<file path="src/rtl/controle_jogo.sv">
// controle_jogo: two-player reaction-game controller.
// Conditions the start/button inputs, times the random "go" delay, the
// reaction window and the result hold, arbitrates presses and keeps both
// scores. Every output is taken straight from a flop.
module controle_jogo #(
  parameter int unsigned ARM_CYCLES    = 50_000_000,
  parameter int unsigned RAND_EN       = 1,
  parameter int unsigned RAND_SHIFT    = 18,
  parameter int unsigned WINDOW_CYCLES = 100_000_000,
  parameter int unsigned HOLD_CYCLES   = 100_000_000,
  parameter int unsigned WIN_SCORE     = 9
) (
  input  logic       clk,
  input  logic       rst_n,
  input  logic       start,
  input  logic       btn_p1,
  input  logic       btn_p2,
  output logic [0:1] premio_f,
  output logic [0:3] p1_f,
  output logic [0:3] p2_f,
  output logic [0:3] state_f
);

  typedef enum logic [3:0] {
    S_IDLE  = 4'b0000,
    S_ARMED = 4'b0001,
    S_GO    = 4'b0010,
    S_PRIZE = 4'b0011,
    S_OVER  = 4'b0100
  } state_e;

  localparam logic [31:0] ARM_LOAD    = 32'(ARM_CYCLES - 1);
  localparam logic [31:0] WINDOW_LOAD = 32'(WINDOW_CYCLES - 1);
  localparam logic [31:0] HOLD_LOAD   = 32'(HOLD_CYCLES - 1);
  localparam logic [3:0]  WIN_VAL     = 4'(WIN_SCORE);

  // Input conditioning: bit 0 = start, bit 1 = btn_p1, bit 2 = btn_p2.
  logic [2:0] sync1_q, sync2_q, prev_q, pulse_q;
  logic       st_p, p1_p, p2_p;

  logic [7:0]  lfsr_q;
  logic        lfsr_fb_s;
  logic [31:0] delay_s;

  state_e      state_q, state_d;
  logic [31:0] tmr_q, tmr_d;
  logic [1:0]  premio_q, premio_d;
  logic [3:0]  p1_q, p1_d, p2_q, p2_d;

  assign st_p = pulse_q[0];
  assign p1_p = pulse_q[1];
  assign p2_p = pulse_q[2];

  // Two-flop synchronizer followed by a registered rising-edge detector.
  always_ff @(posedge clk or negedge rst_n) begin
    if (!rst_n) begin
      sync1_q <= 3'b000;
      sync2_q <= 3'b000;
      prev_q  <= 3'b000;
      pulse_q <= 3'b000;
    end else begin
      sync1_q <= {btn_p2, btn_p1, start};
      sync2_q <= sync1_q;
      prev_q  <= sync2_q;
      pulse_q <= sync2_q & ~prev_q;
    end
  end

  // Free-running 8-bit LFSR, x^8+x^6+x^5+x^4+1; the seed keeps it off zero.
  assign lfsr_fb_s = lfsr_q[7] ^ lfsr_q[5] ^ lfsr_q[4] ^ lfsr_q[3];

  always_ff @(posedge clk or negedge rst_n) begin
    if (!rst_n) begin
      lfsr_q <= 8'hA5;
    end else begin
      lfsr_q <= {lfsr_q[6:0], lfsr_fb_s};
    end
  end

  // Delay loaded on every entry to ARMED: fixed part plus scaled random part.
  always_comb begin
    delay_s = ARM_LOAD;
    if (RAND_EN != 0) begin
      delay_s = ARM_LOAD + ({24'd0, lfsr_q} << RAND_SHIFT);
    end else begin
      delay_s = ARM_LOAD;
    end
  end

  // State, timer, result and score registers.
  always_ff @(posedge clk or negedge rst_n) begin
    if (!rst_n) begin
      state_q  <= S_IDLE;
      tmr_q    <= 32'd0;
      premio_q <= 2'b00;
      p1_q     <= 4'd0;
      p2_q     <= 4'd0;
    end else begin
      state_q  <= state_d;
      tmr_q    <= tmr_d;
      premio_q <= premio_d;
      p1_q     <= p1_d;
      p2_q     <= p2_d;
    end
  end

  // Round sequencing and press arbitration.
  always_comb begin
    state_d  = state_q;
    tmr_d    = tmr_q;
    premio_d = premio_q;
    p1_d     = p1_q;
    p2_d     = p2_q;
    case (state_q)
      S_IDLE, S_OVER: begin
        if (st_p) begin
          p1_d     = 4'd0;
          p2_d     = 4'd0;
          premio_d = 2'b00;
          tmr_d    = delay_s;
          state_d  = S_ARMED;
        end else begin
          state_d = state_q;
        end
      end
      S_ARMED: begin
        // A false start wins over the delay expiring in the same cycle.
        if (p1_p || p2_p) begin
          case ({p1_p, p2_p})
            2'b10: begin
              premio_d = 2'b10;
              p2_d     = p2_q + 4'd1;
            end
            2'b01: begin
              premio_d = 2'b01;
              p1_d     = p1_q + 4'd1;
            end
            default: begin
              premio_d = 2'b11;
            end
          endcase
          tmr_d   = HOLD_LOAD;
          state_d = S_PRIZE;
        end else if (tmr_q == 32'd0) begin
          tmr_d   = WINDOW_LOAD;
          state_d = S_GO;
        end else begin
          tmr_d = tmr_q - 32'd1;
        end
      end
      S_GO: begin
        // A press in the window's final cycle still scores.
        if (p1_p || p2_p) begin
          case ({p1_p, p2_p})
            2'b10: begin
              premio_d = 2'b01;
              p1_d     = p1_q + 4'd1;
            end
            2'b01: begin
              premio_d = 2'b10;
              p2_d     = p2_q + 4'd1;
            end
            default: begin
              premio_d = 2'b11;
            end
          endcase
          tmr_d   = HOLD_LOAD;
          state_d = S_PRIZE;
        end else if (tmr_q == 32'd0) begin
          premio_d = 2'b00;
          tmr_d    = HOLD_LOAD;
          state_d  = S_PRIZE;
        end else begin
          tmr_d = tmr_q - 32'd1;
        end
      end
      S_PRIZE: begin
        if (tmr_q == 32'd0) begin
          if ((p1_q == WIN_VAL) || (p2_q == WIN_VAL)) begin
            state_d = S_OVER;
          end else begin
            tmr_d    = delay_s;
            premio_d = 2'b00;
            state_d  = S_ARMED;
          end
        end else begin
          tmr_d = tmr_q - 32'd1;
        end
      end
      default: begin
        state_d = S_IDLE;
      end
    endcase
  end

  assign state_f  = state_q;
  assign premio_f = premio_q;
  assign p1_f     = p1_q;
  assign p2_f     = p2_q;

endmodule

</file>
<file path="config.mk">
export PLATFORM = sky130hd
export DESIGN_NAME = controle_jogo
export DESIGN_NICKNAME = d
export VERILOG_FILES = /design/src/rtl/controle_jogo.sv
export SDC_FILE = /design/constraint.sdc
export NUM_CORES = 1
export LEC_CHECK = 0
export BUFFER_PORTS_ARGS = -buffer_cell sky130_fd_sc_hd__buf_4
export CAP_MARGIN = 20
export CORE_ASPECT_RATIO = 1.4
export CORE_MARGIN = 5
export CORE_UTILIZATION = 55
export CTS_BUF_LIST = sky130_fd_sc_hd__clkbuf_4 sky130_fd_sc_hd__clkbuf_8
export DETAILED_ROUTE_END_ITERATION = 12
export HOLD_SLACK_MARGIN = 0.03
export PLACE_DENSITY_LB_ADDON = 0.15
export SYNTH_ARGS = -nofsm -noshare
export SYNTH_HDL_FRONTEND = slang
export SYNTH_SLANG_ARGS = --single-unit
</file>
<file path="constraint.sdc">
create_clock -name clk -period 2.95 [get_ports clk]
set_clock_uncertainty 0.2 [all_clocks]
set_input_delay 0 -clock clk [delete_from_list [all_inputs] [get_ports clk]]
set_output_delay 0 -clock clk [all_outputs]
set_load 0.01 [all_outputs]
</file>
==> impl_results.md, run 1 <==
* Vias/cell at 6.35
* Initial drt markers at 198
* Worst min-delay path class: input pin to async pin
* Setup tns final at 0 ps
* First-pass DRT Iterations at 5
* Most frequent cells in the layout: 61 x dfrtp_1, 39 x nor2_1, 35 x nand2_1
* Gr ovfl total at 0
* Reg clk slew, reported paths at 70 ps
* Global-route wire length before repair at 13.7 mm
* Gate Count Post-Synth at 379
* Netlist Area Pre-Place at 0.00359 mm2
* Chip width at 78.2 um
* Peak supply drop at 0.518 mV
* Core ar. at 0.00630 mm2
* Crit path DAT at 2680 ps
* Syn Nets at 391
* CP Capture Type: flop
* Largest net degree at the start of global routing at 66
* Final setup fails at 0
* Reg-to-Reg Start: tmr_q[20]$_DFFE_PN0P_
* Initial antenna violation count at 0
* Largest area contributor in the netlist: dfrtp_1
* Leakage Power at 1.72 nW
* Initial core utilization at 0.570
* Yosys warns at 0
* EDFF count, synth at 0
* Post-DP Area at 0.00378 mm2
* Root buffer cell: clkbuf_8
* Setup WS post-layout at 309 ps
* Commonest non-fill, non-tap cell in the layout: dfrtp_1
* # clock sinks at 65
* Netlist cell types at 64
* Max Slew Vio Count at 0
* Seq/Total Area, Yosys at 0.455
* Post-CTS Setup Repair Bufs at 0
* CTS tree: yes
* Routed wire length at 8.30 mm
* Yosys top cell area share at 0.426
* Die H at 106 um
* PD cells at 645 mW/mm2
* Slew HR at 0.469
* Synth Flop Type: dfrtp_1
* Worst EP required at 2990 ps
* Fmax at 0.379 GHz
* Final period util at 0.895
* Wire length per cell at 17.3 um
* Antenna viol nets, final at 0
* Setup Crit Path Kind: flop to flop
* Final min period at 2640 ps
* Ant. Diodes at 0
* Worst setup SP type: flop
* DP Worst Slack at 353 ps
* Post-synth ARST share at 1.00
* Syn_area_per_cell at 9.46 um2
* Least-Margin Pin Slew at 797 ps
* Routed vias at 3044
* Layout cell share with drive strength beyond 1 at 0.170
* Register bit total from synthesis at 65
* Area delta synth->final at 12.8%
* Number of top-level pins at 19
* Worst skew pair latency at 350 ps
* DRC viols at 0
* CTS Buffer Depth at 2
* CTS buffer count at 9
* Max_cap viols at 0
* Status: complete, no violations
* Fin. Hold Viols at 0
* Fillers at 528
* Worst-path maximum fanout at 12
* Hpwl dp at 5.73 mm
* Unrepaired setup endpoints after global routing: no
* Die ar. at 0.00826 mm2
* Htree depth at 3
* Design area at 0.00405 mm2
* Area contributors post-synth: dfrtp_1 43%, o21ai_0 4.2%, nor2_1 4.1%, nand2_1 3.7%, a21oi_1 3.3%
* Nets at 414
* Number of global-route vias before repair at 2906
* Port Buffers at 17
* GP Congestion at 0.904
* CP startpoint: tmr_q[20]$_DFFE_PN0P_
* Global-route usage over all layers at 0.211
* # rows at 34
==> power breakdown <==
group | switching (W) | internal (W) | total, W
Combinational | 0.000256 | 0.000234 | 0.000490
Clock | 0.000372 | 0.000484 | 0.000856
Sequential | 0.000212 | 0.00105 | 0.00127
==> worst max-delay path, cell delays in order (launching register included) <==
cell and delay, ps:
dfrtp_1 430, nor4_1 470, and3_1 340, nand3_2 260
o21ai_2 530, a21oi_1 90, o22a_1 200
==> state kept, by name (all words and copies together), names as in the netlist <==
register	flops
tmr_q	32
p1_f	4
state_f	3
pulse_q	3
prev_q	3
sync1_q	3
premio_f	2
sync2_q	3
lfsr_q	8
p2_f	4
==> path summary, 6_finish.rpt <==
check	slack, ps	depth (start not counted)	endpoint
setup / recovery	310	6	tmr_q[21]$_DFFE_PN0P_
hold / removal	70	2	pulse_q[2]$_DFF_PN0_
setup reg to reg	310	6	tmr_q[21]$_DFFE_PN0P_
hold reg to reg	150	0	sync2_q[1]$_DFF_PN0_
max in group asynchronous	1950	2	p1_f[0]$_DFFE_PN0P_
min in group clk	100	2	sync1_q[0]$_DFF_PN0_
==> cells by family after synthesis <==
group | synth area share
other cells | 0.00105
fa+ha+maj | 0.0244
compound gates | 0.212
flops | 0.455
mux | 0.0147
buf+inv | 0.0345
simple gates | 0.234
xor+xnor | 0.0244
==> synth_stat cells, drive strengths merged, types with 5 or more instances <==
library cell / n
nor2b: 10
a31oi: 11
o21ai: 37
a21oi: 25
buf: 11
clkbuf: 5
nand2: 35
nor2: 39
o22a: 5
xor2: 5
nand3: 16
inv: 9
nand4: 7
nor3: 13
dfrtp: 61
ha: 7
xnor2: 5
nor4: 10
==> cell type report <==
| class | instances | area, um2 | share of cell area |
|---|---|---|---|
| Multi-Input combinational cell | 289 | 1830 | 0.453 |
| Sequential cell | 65 | 1630 | 0.403 |
| Timing Repair Buffer | 28 | 233 | 0.0575 |
| Clock inverter | 7 | 103 | 0.0254 |
| Inverter | 9 | 33.8 | 0.00835 |
| Tap cell | 72 | 90.1 | 0.0223 |
| Clock buffer | 9 | 124 | 0.0306 |
==> what timing repair did <==
| action | CTS | global route |
|---|---|---|
| endpoints found under the setup margin | 0 | 0 |
| hold buffers | 4 | 0 |
| resized for setup | 0 | 0 |
| hold endpoints to repair | 68 | 0 |
==> per-stage QoR <==
stage	hold WS (ps)	utilization	power, W	cells
floorplan	-496	-	0.00156	379
global placement	-90.4	0.600	0.00173	459
finish	72.8	0.642	0.00261	479
global route	107	0.642	0.00277	479
CTS	83.4	0.642	0.00263	479
detailed placement	-89.0	0.600	0.00176	459
==> layer usage <==
metal,share of wire,track usage
met2,0.51,0.350
met3,0.056,0.0503
met4,0.017,0.0913
met5,0,0
met1,0.41,0.261
(Power assumes the default switching activity.)
==> run 2, diff against run 1 <==
ABC_AREA = 1   (was default)
==> impl_results.md, run 2 <==
* Status: complete, no violations
* Largest registers: tmr_q (32), lfsr_q (8)
* Worst skew pair latency at 360 ps (about the same)
* Commonest non-fill, non-tap cell in the layout: nand2_1
* Number of gates resized after cts at 0 (unchanged)
* Routed wire length at 9.34 mm (+13%)
* Initial drt markers at 240 (+21%)
* Compound-gate portion of the synthesized area at 0.0752 (-0.137)
* Sw frac at 0.444 (+0.123)
* Seq pwr share at 0.361 (-0.124)
* Reg-to-Reg Start: tmr_q[0]$_DFFE_PN0P_
* Most frequent cell after synthesis: nand2_1
* Initial core utilization at 0.564 (-0.00570)
* Global-route wire length before repair at 16.2 mm (+18%)
* Crit-path max cell delay at 380 ps (-150 ps)
* Vias/cell at 5.31 (-16%)
* Post-synth ARST share at 1.00 (unchanged)
* Top Layer Used: met4
* Max_cap viols at 0 (unchanged)
* Netlist cell types at 36 (-44%)
* Worst setup SP type: flop
* CP bufs+invs at 2 (+2)
* Final core occ at 0.631 (-0.0119)
* PD cells at 827 mW/mm2 (+28%)
* Crit path DAT at 2300 ps (-380 ps)
* Final min period at 2240 ps (-404 ps)
* Adder-cell share of the synthesized area at 0.0224 (-0.00203)
* Wire length per cell at 14.1 um (-19%)
* Number of top-level pins at 19 (unchanged)
* Fmax at 0.447 GHz (+18%)
* Die ar. at 0.00892 mm2 (+8.0%)
* Netlist Area Pre-Place at 0.00391 mm2 (+9.1%)
* Port Buffers at 17 (unchanged)
* Least-Margin Pin Slew at 805 ps (+8.38 ps)
* Most frequent cells in the layout: 147 x nand2_1, 96 x nor2_1, 61 x inv_1, 61 x dfrtp_1, 38 x nand3_1
* Leakage Power at 2.12 nW (+23%)
* Crit path to: tmr_q[22]$_DFFE_PN0P_
* Most frequent cell on the critical path: nor2_1
* Gr ovfl total at 0 (unchanged)
* # clock sinks at 65 (unchanged)
* Setup Crit Path Kind: flop to flop
* Crit path depth at 11 (+5)
* Chip width at 81.3 um (+3.9%)
* Global-route usage over all layers at 0.240 (+0.0289)
* Main combinational cell family by area after synthesis: simple AND/OR/NAND/NOR gates
* Cell breakdown of the critical path: inv_1, ha_1, nand2_1, nor2_1, nand2_2, nor2_4, a21boi_4, buf_4, nand2_1, nor2_1, nor2_1
* Tot Pwr at 0.00362 W (+39%)
* Final setup fails at 0 (unchanged)
* Setup tns final at 0 ps (unchanged)
* First-pass DRT Iterations at 4 (-1)
* Register bit total from synthesis at 65 (unchanged)
* Top reg by flops: tmr_q
* Yosys warns at 0 (unchanged)
* Slew HR at 0.463 (-0.00559)
* Ant. Diodes at 0 (unchanged)
* EDFF count, synth at 0 (unchanged)
* DRC viols at 0 (unchanged)
* Clock power frac at 0.219 (-0.109)
* Hpwl dp at 6.98 mm (+22%)
* Initial antenna violation count at 0 (unchanged)
* Area contributors post-synth: dfrtp_1 39%, nand2_1 14%, nor2_1 9.2%, inv_1 5.9%, nand3_1 4.9%
* DRT met1 WL at 3.89 mm (+14%)
* Layout cell share with drive strength beyond 1 at 0.125 (-0.0448)
* Seq/Total Area, Yosys at 0.417 (-0.0378)
* Synth Area in XOR/XNOR at 0.0448 (+0.0204)
* Syn Nets at 547 (+40%)
* Cell-internal power at 0.00201 W (+13%)
* Largest area contributor in the netlist: dfrtp_1
* Combinational share of power at 0.420 (+0.232)
* Syn_area_per_cell at 7.31 um2 (-23%)
* Hold-fix buffer count after cts at 4 (unchanged)
* Fin. Hold Viols at 0 (unchanged)
* R2R depth at 11 (+5)
* CTS buffer count at 9 (unchanged)
* Synth Flop Type: dfrtp_1
* Metal2 WL at 4.60 mm (+7.7%)
* Post-CTS Setup Repair Bufs at 0 (unchanged)
* Simple-Gate Fraction of Synth Area at 0.365 (+0.131)
* Worst-path maximum fanout at 20 (+8)
* Reg2reg setup slack at 710 ps (+400 ps)
* Area delta synth->final at 11.8%
* Final Instance Count excl. Fillers at 664 (+39%)
* Yosys top cell area share at 0.390 (-0.0354)
* Final period util at 0.758 (-0.137)
* Post-synthesis mux area share at 0.00256 (-0.0121)
* Reg2Reg Capture Point: tmr_q[22]$_DFFE_PN0P_
* CTS tree: yes
* CP Capture Type: flop
* Psw at 0.00161 W (+92%)
* Peak supply drop at 0.611 mV (+18%)
* Cell family with most CP delay: simple AND/OR/NAND/NOR gates
* Htree depth at 3 (unchanged)
* Max Slew Vio Count at 0 (unchanged)
* GP Congestion at 0.932 (+3.1%)
* CP startpoint: tmr_q[0]$_DFFE_PN0P_
* Met3 WL at 399 um (-14%)
* Unrepaired setup endpoints after global routing: no
* CTS Buffer Depth at 2 (unchanged)
* Dpl cells at 644 (+40%)
* Routed vias at 3527 (+16%)
* Critical path's slowest cell: a21boi_4
* Gate Count Post-Synth at 535 (+41%)
* Number of global-route vias before repair at 3628 (+25%)
* Worst EP required at 3010 ps (+20 ps)
* # rows at 36 (+5.9%)
* Root buffer cell: clkbuf_8
* Nets at 576 (+39%)
* Max FFs per register at 32 (unchanged)
* Largest net degree at the start of global routing at 66 (unchanged)
* Reg clk slew, reported paths at 80 ps (about the same)
* Worst min-delay path class: input pin to async pin
* Die H at 110 um (+4.0%)
* Post-synth top cells: 147 x nand2_1, 96 x nor2_1, 61 x dfrtp_1, 61 x inv_1, 38 x nand3_1
* Antenna viol nets, final at 0 (unchanged)
* Core ar. at 0.00694 mm2 (+10%)
-- run 2: cell types whose count changed in the layout (fill, tap and decap cells not counted), moves of 7 or more --
| cell | delta |
|---|---|
| a31oi_1 | -11 |
| o21ai_0 | -13 |
| xor2_1 | +12 |
| inv_1 | +53 |
| nand2_2 | +9 |
| nand2_1 | +112 |
| nor2_1 | +57 |
| nor2_2 | +8 |
| nand3_1 | +23 |
| nand4_1 | +7 |
| nor2b_1 | -10 |
| a21oi_1 | -18 |
| nor3_1 | -10 |
-- run 2: area by class of cell --
class                   count  area, um2
flip-flops and latches     65       1630
well taps                  95        119
clock buffers               9        124
inverters                  61        229
clock inverters             7       83.8
multi-input cells         403       2000
fillers                   646       2560
repair buffers             24        190
-- run 2: logic make-up after synthesis --
group                      Yosys count
and+or+nand+nor                    327
buffers and inverters               67
DFF                                 65
AOI/OAI and AO/OA                   47
xor gates and xnor gates            20
adders and majority gates            7
other                                1
muxes                                1
-- run 2: metal layers --
metal  global-route usage  up-vias
met3               0.0475       35
met5                    0        -
met4                0.145        0
met1                0.277     1638
li1                     -     1761
met2                0.403       93
-- run 2: power groups by stage --
stage | Sequential (W) | Clock [W] | Combinational [W]
2_1_floorplan | 0.00129 | 0 | 0.00112
3_3_place_gp | 0.00131 | 0 | 0.00148
6_report | 0.00131 | 0.000793 | 0.00152
5_1_grt | 0.00134 | 0.000863 | 0.00173
4_1_cts | 0.00130 | 0.000817 | 0.00152
3_5_place_dp | 0.00132 | 0 | 0.00150
-- run 2: worst min path at each step --
stage / from / endpoint / depth (start not counted)
4_1_cts: start / sync1_q[0]$_DFF_PN0_ / 2
3_5_place_dp: btn_p2 / sync1_q[2]$_DFF_PN0_ / 1
6_report: rst_n / tmr_q[25]$_DFFE_PN0P_ / 2
3_3_place_gp: btn_p1 / sync1_q[1]$_DFF_PN0_ / 1
5_1_grt: start / sync1_q[0]$_DFF_PN0_ / 2
2_1_floorplan: rst_n / lfsr_q[1]$_DFF_PN0_ / 0
-- run 2: through the flow --
step | cell area [um2] | setup slack (ps) | hold slack, ps
global route | 4370 | 473 | 91.4
detailed placement | 4130 | 754 | -84.9
floorplan | 3910 | 1120 | -496
CTS | 4370 | 725 | 69.6
finish | 4370 | 713 | 70.0
global placement | 4130 | 756 | -88.6
